===== config.mk =====
export PLATFORM = sky130hd
export DESIGN_NAME = xs3_stream_decoder
export DESIGN_NICKNAME = d
export VERILOG_FILES = /design/src/rtl/xs3_stream_decoder.sv
export SDC_FILE = /design/constraint.sdc
export NUM_CORES = 1
export LEC_CHECK = 0
export ABC_AREA = 1
export BUFFER_PORTS_ARGS = -buffer_cell sky130_fd_sc_hd__buf_2
export CAP_MARGIN = 15
export CORE_MARGIN = 3
export CORE_UTILIZATION = 55
export CTS_BUF_LIST = sky130_fd_sc_hd__clkbuf_4 sky130_fd_sc_hd__clkbuf_8
export CTS_CLUSTER_DIAMETER = 120
export DETAILED_ROUTE_END_ITERATION = 12
export PLACE_DENSITY = 0.76
export SETUP_SLACK_MARGIN = 0.1
export SLEW_MARGIN = 20
export SYNTH_ARGS = -nofsm -noshare
export SYNTH_HDL_FRONTEND = slang
export SYNTH_SLANG_ARGS = --single-unit

===== constraint.sdc =====
create_clock -name clk -period 3.5 [get_ports clk]
set_input_delay 0.175 -clock clk [delete_from_list [all_inputs] [get_ports clk]]
set_output_delay 0.175 -clock clk [all_outputs]
set_load 0.005 [all_outputs]

===== src/rtl/xs3_stream_decoder.sv =====
// xs3_stream_decoder: accumulates a stream of XS-3 digits (MSD first) into an
// unsigned binary word and presents it with digit count and error status.
//
// state  | meaning
// -------+---------------------------------------------------------------
// ST_ACC | accepting digits, building acc/cnt/err
// ST_OUT | result registered on m_*, waiting for m_ready, input stalled
module xs3_stream_decoder #(
  parameter int NDIG  = 4,
  parameter int OUT_W = 14
) (
  input  logic             clk,
  input  logic             rst_n,
  input  logic             s_valid,
  output logic             s_ready,
  input  logic [3:0]       s_digit,
  input  logic             s_last,
  output logic             m_valid,
  input  logic             m_ready,
  output logic [OUT_W-1:0] m_data,
  output logic             m_err,
  output logic [3:0]       m_ndig
);

  typedef enum logic {ST_ACC, ST_OUT} state_t;

  localparam logic [3:0] NDIG_L  = 4'(NDIG);
  localparam logic [3:0] CNT_SAT = 4'(NDIG + 1);

  state_t           state, state_nxt;
  logic [OUT_W-1:0] acc, acc_nxt;
  logic [3:0]       cnt, cnt_nxt;
  logic             err, err_nxt;
  logic             load_out;
  logic             dig_ok;
  logic [3:0]       dig_val;
  logic [OUT_W-1:0] acc_mac;

  // Registered handshake flags fall straight out of the state register.
  assign s_ready = (state == ST_ACC);
  assign m_valid = (state == ST_OUT);

  // Decode one digit and form acc*10 + d; invalid codes contribute zero.
  always_comb begin
    dig_ok  = (s_digit >= 4'h3) && (s_digit <= 4'hC);
    dig_val = dig_ok ? (s_digit - 4'd3) : 4'd0;
    acc_mac = (acc << 3) + (acc << 1) + OUT_W'(dig_val);
  end

  // Next-state logic: accumulation, saturation, sticky error, word handoff.
  always_comb begin
    state_nxt = state;
    acc_nxt   = acc;
    cnt_nxt   = cnt;
    err_nxt   = err;
    load_out  = 1'b0;
    case (state)
      ST_ACC: begin
        if (s_valid) begin
          if (cnt < NDIG_L) begin
            acc_nxt = acc_mac;
            cnt_nxt = cnt + 4'd1;
          end else begin
            // Extra digit: consumed but ignored, flagged and counted once.
            cnt_nxt = CNT_SAT;
            err_nxt = 1'b1;
          end
          if (!dig_ok) err_nxt = 1'b1;
          if (s_last) begin
            state_nxt = ST_OUT;
            load_out  = 1'b1;
          end
        end
      end
      ST_OUT: begin
        if (m_ready) begin
          state_nxt = ST_ACC;
          acc_nxt   = '0;
          cnt_nxt   = '0;
          err_nxt   = 1'b0;
        end
      end
      default: state_nxt = ST_ACC;
    endcase
  end

  // State and accumulator registers with synchronous reset.
  always_ff @(posedge clk) begin
    if (!rst_n) begin
      state <= ST_ACC;
      acc   <= '0;
      cnt   <= '0;
      err   <= 1'b0;
    end else begin
      state <= state_nxt;
      acc   <= acc_nxt;
      cnt   <= cnt_nxt;
      err   <= err_nxt;
    end
  end

  // Result registers load only on entry to ST_OUT so they hold through ST_ACC.
  always_ff @(posedge clk) begin
    if (!rst_n) begin
      m_data <= '0;
      m_err  <= 1'b0;
      m_ndig <= '0;
    end else if (load_out) begin
      m_data <= acc_nxt;
      m_err  <= err_nxt;
      m_ndig <= cnt_nxt;
    end
  end

endmodule


==> results_dict.tcl, run 1 <==
set metrics [dict create \
    synthesis.area_mm2 0.00262 \
    setup_tns_ns 0 \
    ctsHoldBuffers 0 \
    post_cts_buffers 0 \
    track_usage_pct 20.6 \
    cts_sinks 39 \
    antennaDiodeCount 0 \
    drt_iter0_markers 129 \
    critical_path_arrival_ns 2.68 \
    p_per_area_mw_per_mm2 377 \
    cts_buffer_depth 2 \
    final.setup.worst_slack_ns 1.01 \
    setup_viol 0 \
    cts_htree_levels 2 \
    skew_ns 0.00643 \
    antenna_left 0 \
    portBuffers 29 \
    clk_latency_ns 0.29 \
    viasPerCell 5.12 \
    min_period_ns 2.49 \
    start_kind "input port" \
    finalCritPeriodShare_pct 71.0 \
    hpwl_um 4270 \
    p_sw_mw 0.345 \
    power.internal_mw 0.728 \
    synth.distinct_cells 38 \
    ctsRootBufferMaster "clkbuf_8" \
    ys_seq_area_share_pct 29.8 \
    fin_area_mm2 0.00285 \
    clk_pin_slew_worst_paths_ns 0.08 \
    synth_ff_type "dfxtp_1" \
    drv_cap 0 \
    rsz0062_at_grt "false" \
    syn_inst 382 \
    seq_power_share_pct 46.7 \
    routedWlPerCell_um 11.9 \
    leakage_nw 1.58 \
    cts_tree "yes" \
    drive_gt1_share_pct 17.1 \
    overflow 0 \
    grt_pass1_wl_um 9030 \
    synth.ff_latch_count 39 \
    io-pin-count 30 \
    swShare_pct 32.2 \
    critPathKind "input port to register" \
    finalHoldViolCount 0 \
    r2r_setup_slack_ns 1.09 \
    vias 2365 \
    dpl_worst_slack_ns 0.718 \
    die_h_um 75 \
    clkPwrFrac_pct 28.1 \
    grt_max_degree 35 \
    cts-resized-gates 0 \
    pwr-share-comb_pct 25.2 \
    avgSynthCellArea_um2 6.86 \
    finalWirelength_um 5480 \
    cp_max_fo 4 \
    area_growth_syn_to_layout_pct 8.74 \
    antenna_found_initial 0 \
    slew_violations 0 \
    die_area_mm2 0.00563 \
    worst_slew_pin_slew_ns 0.933 \
    rows 24 \
    synth-async-reset-ratio_pct 0 \
    status "completed" \
    gp_congestion 0.883 \
    vdd_drop_max_uv 217 \
    holdCritPathClass "input port to register" \
    grt_pass1_vias 2053 \
    cp.required_ns 3.69 \
    dr.pass1.iters 4 \
    fmax_ghz 0.402 \
    core_mm2 0.00447 \
    dpl-instance-area_mm2 0.00276 \
    cts_made_buffers 5 \
    start_util_pct 58.5 \
    syn_nets 418 \
    endpoint_kind "register" \
    yosys_warnings 0 \
    die_x_um 75 \
    drc 0 \
    slew_headroom_pct 37.7 \
    fin_nets 445 \
    synth_edf_count 0 \
]
==> final timing paths <==
kind,depth (start not counted),from,endpoint
hold / removal,3,rst_n,m_ndig[3]
setup / recovery,19,s_digit[0],m_data[10]
setup reg to reg,14,acc[0],m_data[13]
hold reg to reg,2,m_ndig[3],m_ndig[3]
==> metal layers <==
metal / global-route usage [%] / wire (um) / vias up
met5: 0 / 0 / -
met1: 26.8 / 2530 / 1064
met2: 34.7 / 2680 / 46
met4: 6.52 / 75 / 0
met3: 3.74 / 194 / 7
li1: - / - / 1248
==> synthesized netlist by cell type (4+ instances only) <==
cell	n	area [um2]
nand2_1	83	312
inv_1	64	240
nor2_1	49	184
dfxtp_1	39	781
nand3_1	27	135
ha_1	25	313
a21oi_1	20	100
inv_2	10	37.5
nand2_2	7	43.8
o211ai_1	7	52.6
nor2_2	4	25.0
o21ai_1	4	20.0
==> sequential cells by signal, summed over array words and instances (netlist names) <==
| register | cells |
|---|---|
| m_valid | 1 |
| cnt | 4 |
| m_ndig | 4 |
| m_err | 1 |
| m_data | 14 |
| err | 1 |
| acc | 14 |
==> critical path, stage by stage <==
cell	delay, ns
buf_2	0.10
inv_1	0.06
ha_1	0.18
nand3b_1	0.16
o21ai_2	0.09
inv_1	0.07
nand2_1	0.08
fa_1	0.45
fa_1	0.48
inv_1	0.11
nand3_1	0.08
nand3_1	0.11
nand2_1	0.08
nand3_1	0.08
nand3_1	0.08
nand2_1	0.09
nand3_1	0.07
nand2_1	0.08
inv_1	0.04
==> cells by family (layout without fill, tap and decap cells) <==
logic type	count (synthesis)	count (layout)	share of synthesized area [%]
simple gates	183	183	31.0
buf+inv	84	112	13.5
compound gates	45	45	10.9
flops	39	39	29.8
fa+ha+maj	27	27	13.5
xor+xnor	4	4	1.34
==> power by group through the flow <==
stage | registers, mW | clock network (mW) | logic (mW)
4_1_cts | 0.501 | 0.307 | 0.272
6_report | 0.502 | 0.302 | 0.270
2_1_floorplan | 0.506 | 0 | 0.207
3_3_place_gp | 0.511 | 0 | 0.264
5_1_grt | 0.505 | 0.323 | 0.309
3_5_place_dp | 0.511 | 0 | 0.269
==> layout make-up <==
type	instances	area, um2
clock inverters	2	12.5
repair buffers	29	145
clock buffers	6	76.3
inverters	75	284
fillers	442	1630
well taps	52	65.1
flip-flops and latches	39	781
multi-input cells	259	1480
==> stage by stage <==
stage	cells	hold WS, ns	utilization, %	power (mW)
after global routing	462	0.206	63.6	1.14
after CTS	462	0.192	63.6	1.08
final	462	0.189	63.6	1.07
after floorplan	382	0.366	-	0.713
after detailed placement	454	0.428	61.7	0.781
after global placement	454	0.420	61.7	0.775
==> cell usage in the layout (no fill, tap or decap), types with 3 or more instances in the layout <==
cell type / netlist / layout
a21oi_1: 20 / 20
buf_2: 2 / 29
clkbuf_8: 1 / 5
dfxtp_1: 39 / 39
ha_1: 25 / 25
inv_1: 64 / 64
inv_2: 10 / 10
nand2_1: 83 / 83
nand2_2: 7 / 7
nand2_4: 3 / 3
nand3_1: 27 / 27
nand4_1: 3 / 3
nor2_1: 49 / 49
nor2_2: 4 / 4
o211ai_1: 7 / 7
o21ai_0: 3 / 3
o21ai_1: 4 / 4
Note: power is estimated with default switching activity, not from simulation.
==> run 2, diff against run 1 <==
==> constraint.sdc (replaced) <==
create_clock -name clk -period 2.5 [get_ports clk]
set_input_delay 0.125 -clock clk [delete_from_list [all_inputs] [get_ports clk]]
set_output_delay 0.125 -clock clk [all_outputs]
set_load 0.005 [all_outputs]
==> results_dict.tcl, run 2 (same netlist as run 1, synthesis figures left out) <==
set metrics [dict create \
    status "completed" \
    start_kind "input port" \
    gp_congestion 0.848 \
    reg_top3 "acc (14), m_data (14)" \
    slew_headroom_pct 44.7 \
    antenna_found_initial 0 \
    core_mm2 0.00447 \
    drive_gt1_share_pct 23.6 \
    finalWirelength_um 5910 \
    drc 0 \
    setup_viol 0 \
    reg2reg_from "acc[0]" \
    holdCritPathClass "input port to register" \
    ctsRootBufferMaster "clkbuf_8" \
    track_usage_pct 22.0 \
    fin_nets 458 \
    grt_max_degree 35 \
    drt_iter0_markers 112 \
    whs_ns 0.137 \
    die_h_um 75 \
    critPathLaunch "s_digit[1]" \
    start_util_pct 58.5 \
    area_growth_syn_to_layout_pct 15.4 \
    fmax_ghz 0.442 \
    vdd_drop_max_uv 525 \
    final.setup.worst_slack_ns 0.237 \
    totalPowerFinal_mw 1.55 \
    critical_path_arrival_ns 2.51 \
    skew_ns 0.00267 \
    rr_endpoint "m_data[7]" \
    finalHoldViolCount 0 \
    clk_pin_slew_worst_paths_ns 0.08 \
    clk_latency_ns 0.29 \
    antennaDiodeCount 0 \
    die_x_um 75 \
    hpwl_um 4450 \
    rsz0062_at_grt "false" \
    cp.required_ns 2.75 \
    grt_pass1_wl_um 9530 \
    cts_tree "yes" \
    vias 2406 \
    final_common_cell "nand2_1" \
    cts_buffer_depth 2 \
    rows 24 \
    io-pin-count 30 \
    antenna_left 0 \
    viasPerCell 5.07 \
    cts_made_buffers 5 \
    leakage_nw 1.65 \
    min_period_ns 2.26 \
    dp_cells 463 \
    final_cells 475 \
    portBuffers 29 \
    endpoint_kind "register" \
    layout_common_cells "nand2_1, inv_1, nor2_1" \
    routedWlPerCell_um 12.4 \
    cp-endpoint "m_data[10]" \
    overflow 0 \
    critPathKind "input port to register" \
    r2r_cells 14 \
    drv_cap 0 \
    cts_htree_levels 2 \
    dpl_worst_slack_ns -0.164 \
    grt_pass1_vias 2265 \
    die_area_mm2 0.00563 \
    dr.pass1.iters 4 \
    finalCritPeriodShare_pct 90.5 \
    r2r_setup_slack_ns 0.26 \
    worst_slew_pin_slew_ns 0.829 \
    cts_sinks 39 \
    slew_violations 0 \
    cp_max_fo 3 \
    p_per_area_mw_per_mm2 514 \
]
==> run 2: worst max-delay path: stages <==
cell,delay (ns)
buf_2,0.10
inv_1,0.05
ha_1,0.16
nand3b_1,0.16
o21ai_2,0.08
buf_6,0.11
a21oi_1,0.03
ha_1,0.28
ha_2,0.18
inv_2,0.04
fa_2,0.39
inv_2,0.08
nand3_2,0.06
nand3_2,0.10
nand2_2,0.07
a21o_1,0.17
nand3_1,0.07
nand2_1,0.07
nand3_1,0.07
nand2_1,0.06
inv_1,0.05
==> run 2: layout make-up <==
type                       count  area [um2]
inverter                      75         284
fill                         374        1450
tap                           52        65.1
clock buffer                   6        76.3
multi-input combinational    259        1550
clock inverter                 2        12.5
timing repair buffer          42         253
sequential                    39         782
==> run 2: report_power, final <==
group	switching, mW	internal [mW]
logic	0.247	0.174
registers	0.0358	0.667
clock network	0.223	0.206
==> run 2: per-layer routing <==
layer	global-route usage, %	vias up	share of wire [%]
li1	-	1277	-
met1	26.6	1063	44
met2	37.5	54	49
met3	5.74	12	4.5
met4	8.10	0	2.4
met5	0	-	0
==> run 2: repair_timing <==
action | in CTS | in global routing
resized for setup | 0 | 20
hold buffers | 0 | 0
endpoints found under the setup margin | 0 | 12
buffers inserted | 0 | 4
==> run 2: how the worst min path moves through the flow <==
stage	startpoint	to	slack, ns	depth (start not counted)
2_1_floorplan	s_last	m_valid	0.32	2
3_3_place_gp	m_ndig[3]	m_ndig[3]	0.42	2
3_5_place_dp	m_ndig[3]	m_ndig[3]	0.43	2
4_1_cts	rst_n	m_ndig[3]	0.14	3
5_1_grt	s_last	m_valid	0.16	3
6_report	rst_n	m_ndig[3]	0.14	3
==> run 2: stage by stage <==
stage / setup TNS, ns / cell area [um2] / util (%)
after floorplan: 0 / 2620 / -
after global placement: -0.310 / 2830 / 63.2
after detailed placement: -1.05 / 2830 / 63.2
after CTS: 0 / 2920 / 65.2
after global routing: 0 / 3020 / 67.5
final: 0 / 3020 / 67.5
==> run 3, diff against run 2 <==
--- a/config.mk
+++ b/config.mk
@@ -10,10 +10,10 @@
 export CAP_MARGIN = 15
 export CORE_MARGIN = 3
 export CORE_UTILIZATION = 55
-export CTS_BUF_LIST = sky130_fd_sc_hd__clkbuf_4 sky130_fd_sc_hd__clkbuf_8
+export CTS_BUF_LIST = sky130_fd_sc_hd__clkbuf_16
 export CTS_CLUSTER_DIAMETER = 120
 export DETAILED_ROUTE_END_ITERATION = 12
-export PLACE_DENSITY = 0.76
+export PLACE_DENSITY = 0.74
 export SETUP_SLACK_MARGIN = 0.1
 export SLEW_MARGIN = 20
 export SYNTH_ARGS = -nofsm -noshare
==> results_dict.tcl, run 3 (same netlist as run 1, synthesis figures left out) <==
set metrics [dict create \
    status "completed" \
    grt_max_degree 35 \
    dr.pass1.iters 5 \
    dpl-instance-area_mm2 0.00283 \
    fin_nets 459 \
    ctsHoldBuffers 0 \
    r2r_setup_slack_ns 0.22 \
    utilization_pct 70.4 \
    viasPerCell 5.14 \
    antenna_left 0 \
    area_growth_syn_to_layout_pct 20.4 \
    antenna_found_initial 0 \
    cp.depth 19 \
    reg2reg_from "acc[0]" \
    layout_common_cells "nand2_1, inv_1, nor2_1" \
    cp-endpoint "m_data[10]" \
    finalWirelength_um 6000 \
    start_util_pct 58.5 \
    crit_slowest_cell "fa_2" \
    drive_gt1_share_pct 26.2 \
    min_period_ns 2.34 \
    core_mm2 0.00447 \
    use_met1_pct 27.9 \
    multi_input_area_mm2 0.00162 \
    start_kind "input port" \
    drc 0 \
    overflow 0 \
    worst_slew_pin_slew_ns 0.892 \
    vdd_drop_max_uv 414 \
    rsz0062_at_grt "false" \
    routedWlPerCell_um 12.6 \
    rows 24 \
    cts_htree_levels 2 \
    crit_chain "buf_6, ha_1, o21ai_2, buf_4, a21oi_1, ha_1, ha_4, inv_2, fa_2, inv_2, nand3_2, nand3_2, nand2_2, a21o_1, nand3_2, nand2_2, nand3_2, nand2_1, inv_1" \
    p_per_area_mw_per_mm2 554 \
    io-pin-count 30 \
    slew_violations 0 \
    die_area_mm2 0.00563 \
    fmax_ghz 0.428 \
    path_buf_inv 5 \
    rr_endpoint "m_data[7]" \
    critical_path_arrival_ns 2.56 \
    drt_iter0_markers 146 \
    hpwl_um 4390 \
    critPathLaunch "s_digit[0]" \
    holdCritPathClass "input port to register" \
    setup_viol 0 \
    cts_made_buffers 5 \
    vias 2441 \
    cp_common_cell "nand3_2" \
    cts_tree "yes" \
    grt_pass1_vias 2125 \
    die_x_um 75 \
    cp_max_fo 3 \
    fin_area_mm2 0.00315 \
    gp_congestion 0.872 \
    drv_cap 0 \
    track_usage_pct 21.1 \
    cts_buffer_depth 2 \
    crit_path_max_incr_delay_ns 0.39 \
    grt_pass1_wl_um 9180 \
    ctsRootBufferMaster "clkbuf_16" \
    finalHoldViolCount 0 \
    skew_ns 0.00817 \
    whs_path_depth 3 \
    finalCritPeriodShare_pct 93.5 \
    clk_latency_ns 0.28 \
    slew_headroom_pct 40.5 \
    critPathKind "input port to register" \
    seq_area_um2 782 \
    crit_family "adder cells" \
    cp.required_ns 2.72 \
    nFillCells 357 \
    r2r_cells 14 \
    top_usage_layer "met2" \
    cts_sinks 39 \
    clk_pin_slew_worst_paths_ns 0.06 \
    antennaDiodeCount 0 \
    final_common_cell "nand2_1" \
    endpoint_kind "register" \
    die_h_um 75 \
    leakage_nw 1.69 \
    reg_top3 "acc (14), m_data (14)" \
    portBuffers 29 \
    met2_usage_pct 34.5 \
    gr-usage-met3_pct 4.01 \
]
-- run 3: metrics by stage --
stage                     std cells  hold slack (ns)  setup slack (ns)  power (mW)  TNS (ns)
after floorplan                 382            0.316             0.149       0.999         0
after global placement          463            0.421            -0.121        1.10    -0.394
after detailed placement        463            0.433            -0.177        1.11    -0.978
after CTS                       470            0.158             0.116        1.71         0
after global routing            475            0.194           0.00337        1.85         0
final                           475            0.156             0.163        1.75         0
-- run 3: worst min path at each step --
stage,from,to
2_1_floorplan,s_last,m_valid
3_3_place_gp,m_ndig[3],m_ndig[3]
3_5_place_dp,m_ndig[3],m_ndig[3]
4_1_cts,rst_n,m_ndig[3]
5_1_grt,rst_n,m_ndig[3]
6_report,rst_n,m_ndig[3]
-- run 3: final cells by class --
| class | count | share of cell area (%) |
|---|---|---|
| clock buffers | 5 | 3.97 |
| clock inverters | 2 | 0.437 |
| inverters | 75 | 9.01 |
| multi-input cells | 259 | 51.3 |
| flip-flops and latches | 39 | 24.8 |
| well taps | 52 | 2.06 |
| repair buffers | 43 | 8.46 |
-- run 3: routing by layer --
metal	share of wire, %	wire length, um
met1	43	2580
met2	50	3000
met3	4.7	279
met4	2.3	136
met5	0	0
-- run 3: timing repair --
| item | in CTS | in global routing |
|---|---|---|
| pin swaps | 0 | 18 |
| setup endpoints to repair | 1 | 16 |
| buffers inserted | 0 | 5 |
| endpoints found under the hold margin | 0 | 0 |
| gates resized for setup | 1 | 36 |
-- run 3: report_power, final --
group / switching (mW) / internal (mW) / leakage, nW / total, mW
logic: 0.262 / 0.184 / 1.30 / 0.447
clock network: 0.234 / 0.363 / 0.0696 / 0.597
registers: 0.0349 / 0.668 / 0.320 / 0.703
-- run 3: worst register-to-register path, delay by kind of cell, from the launching register on --
family	cells	cell delay, ns
fa+ha+maj	2	0.82
buf+inv	4	0.26
compound gates	1	0.16
flops	1	0.34
simple gates	7	0.57
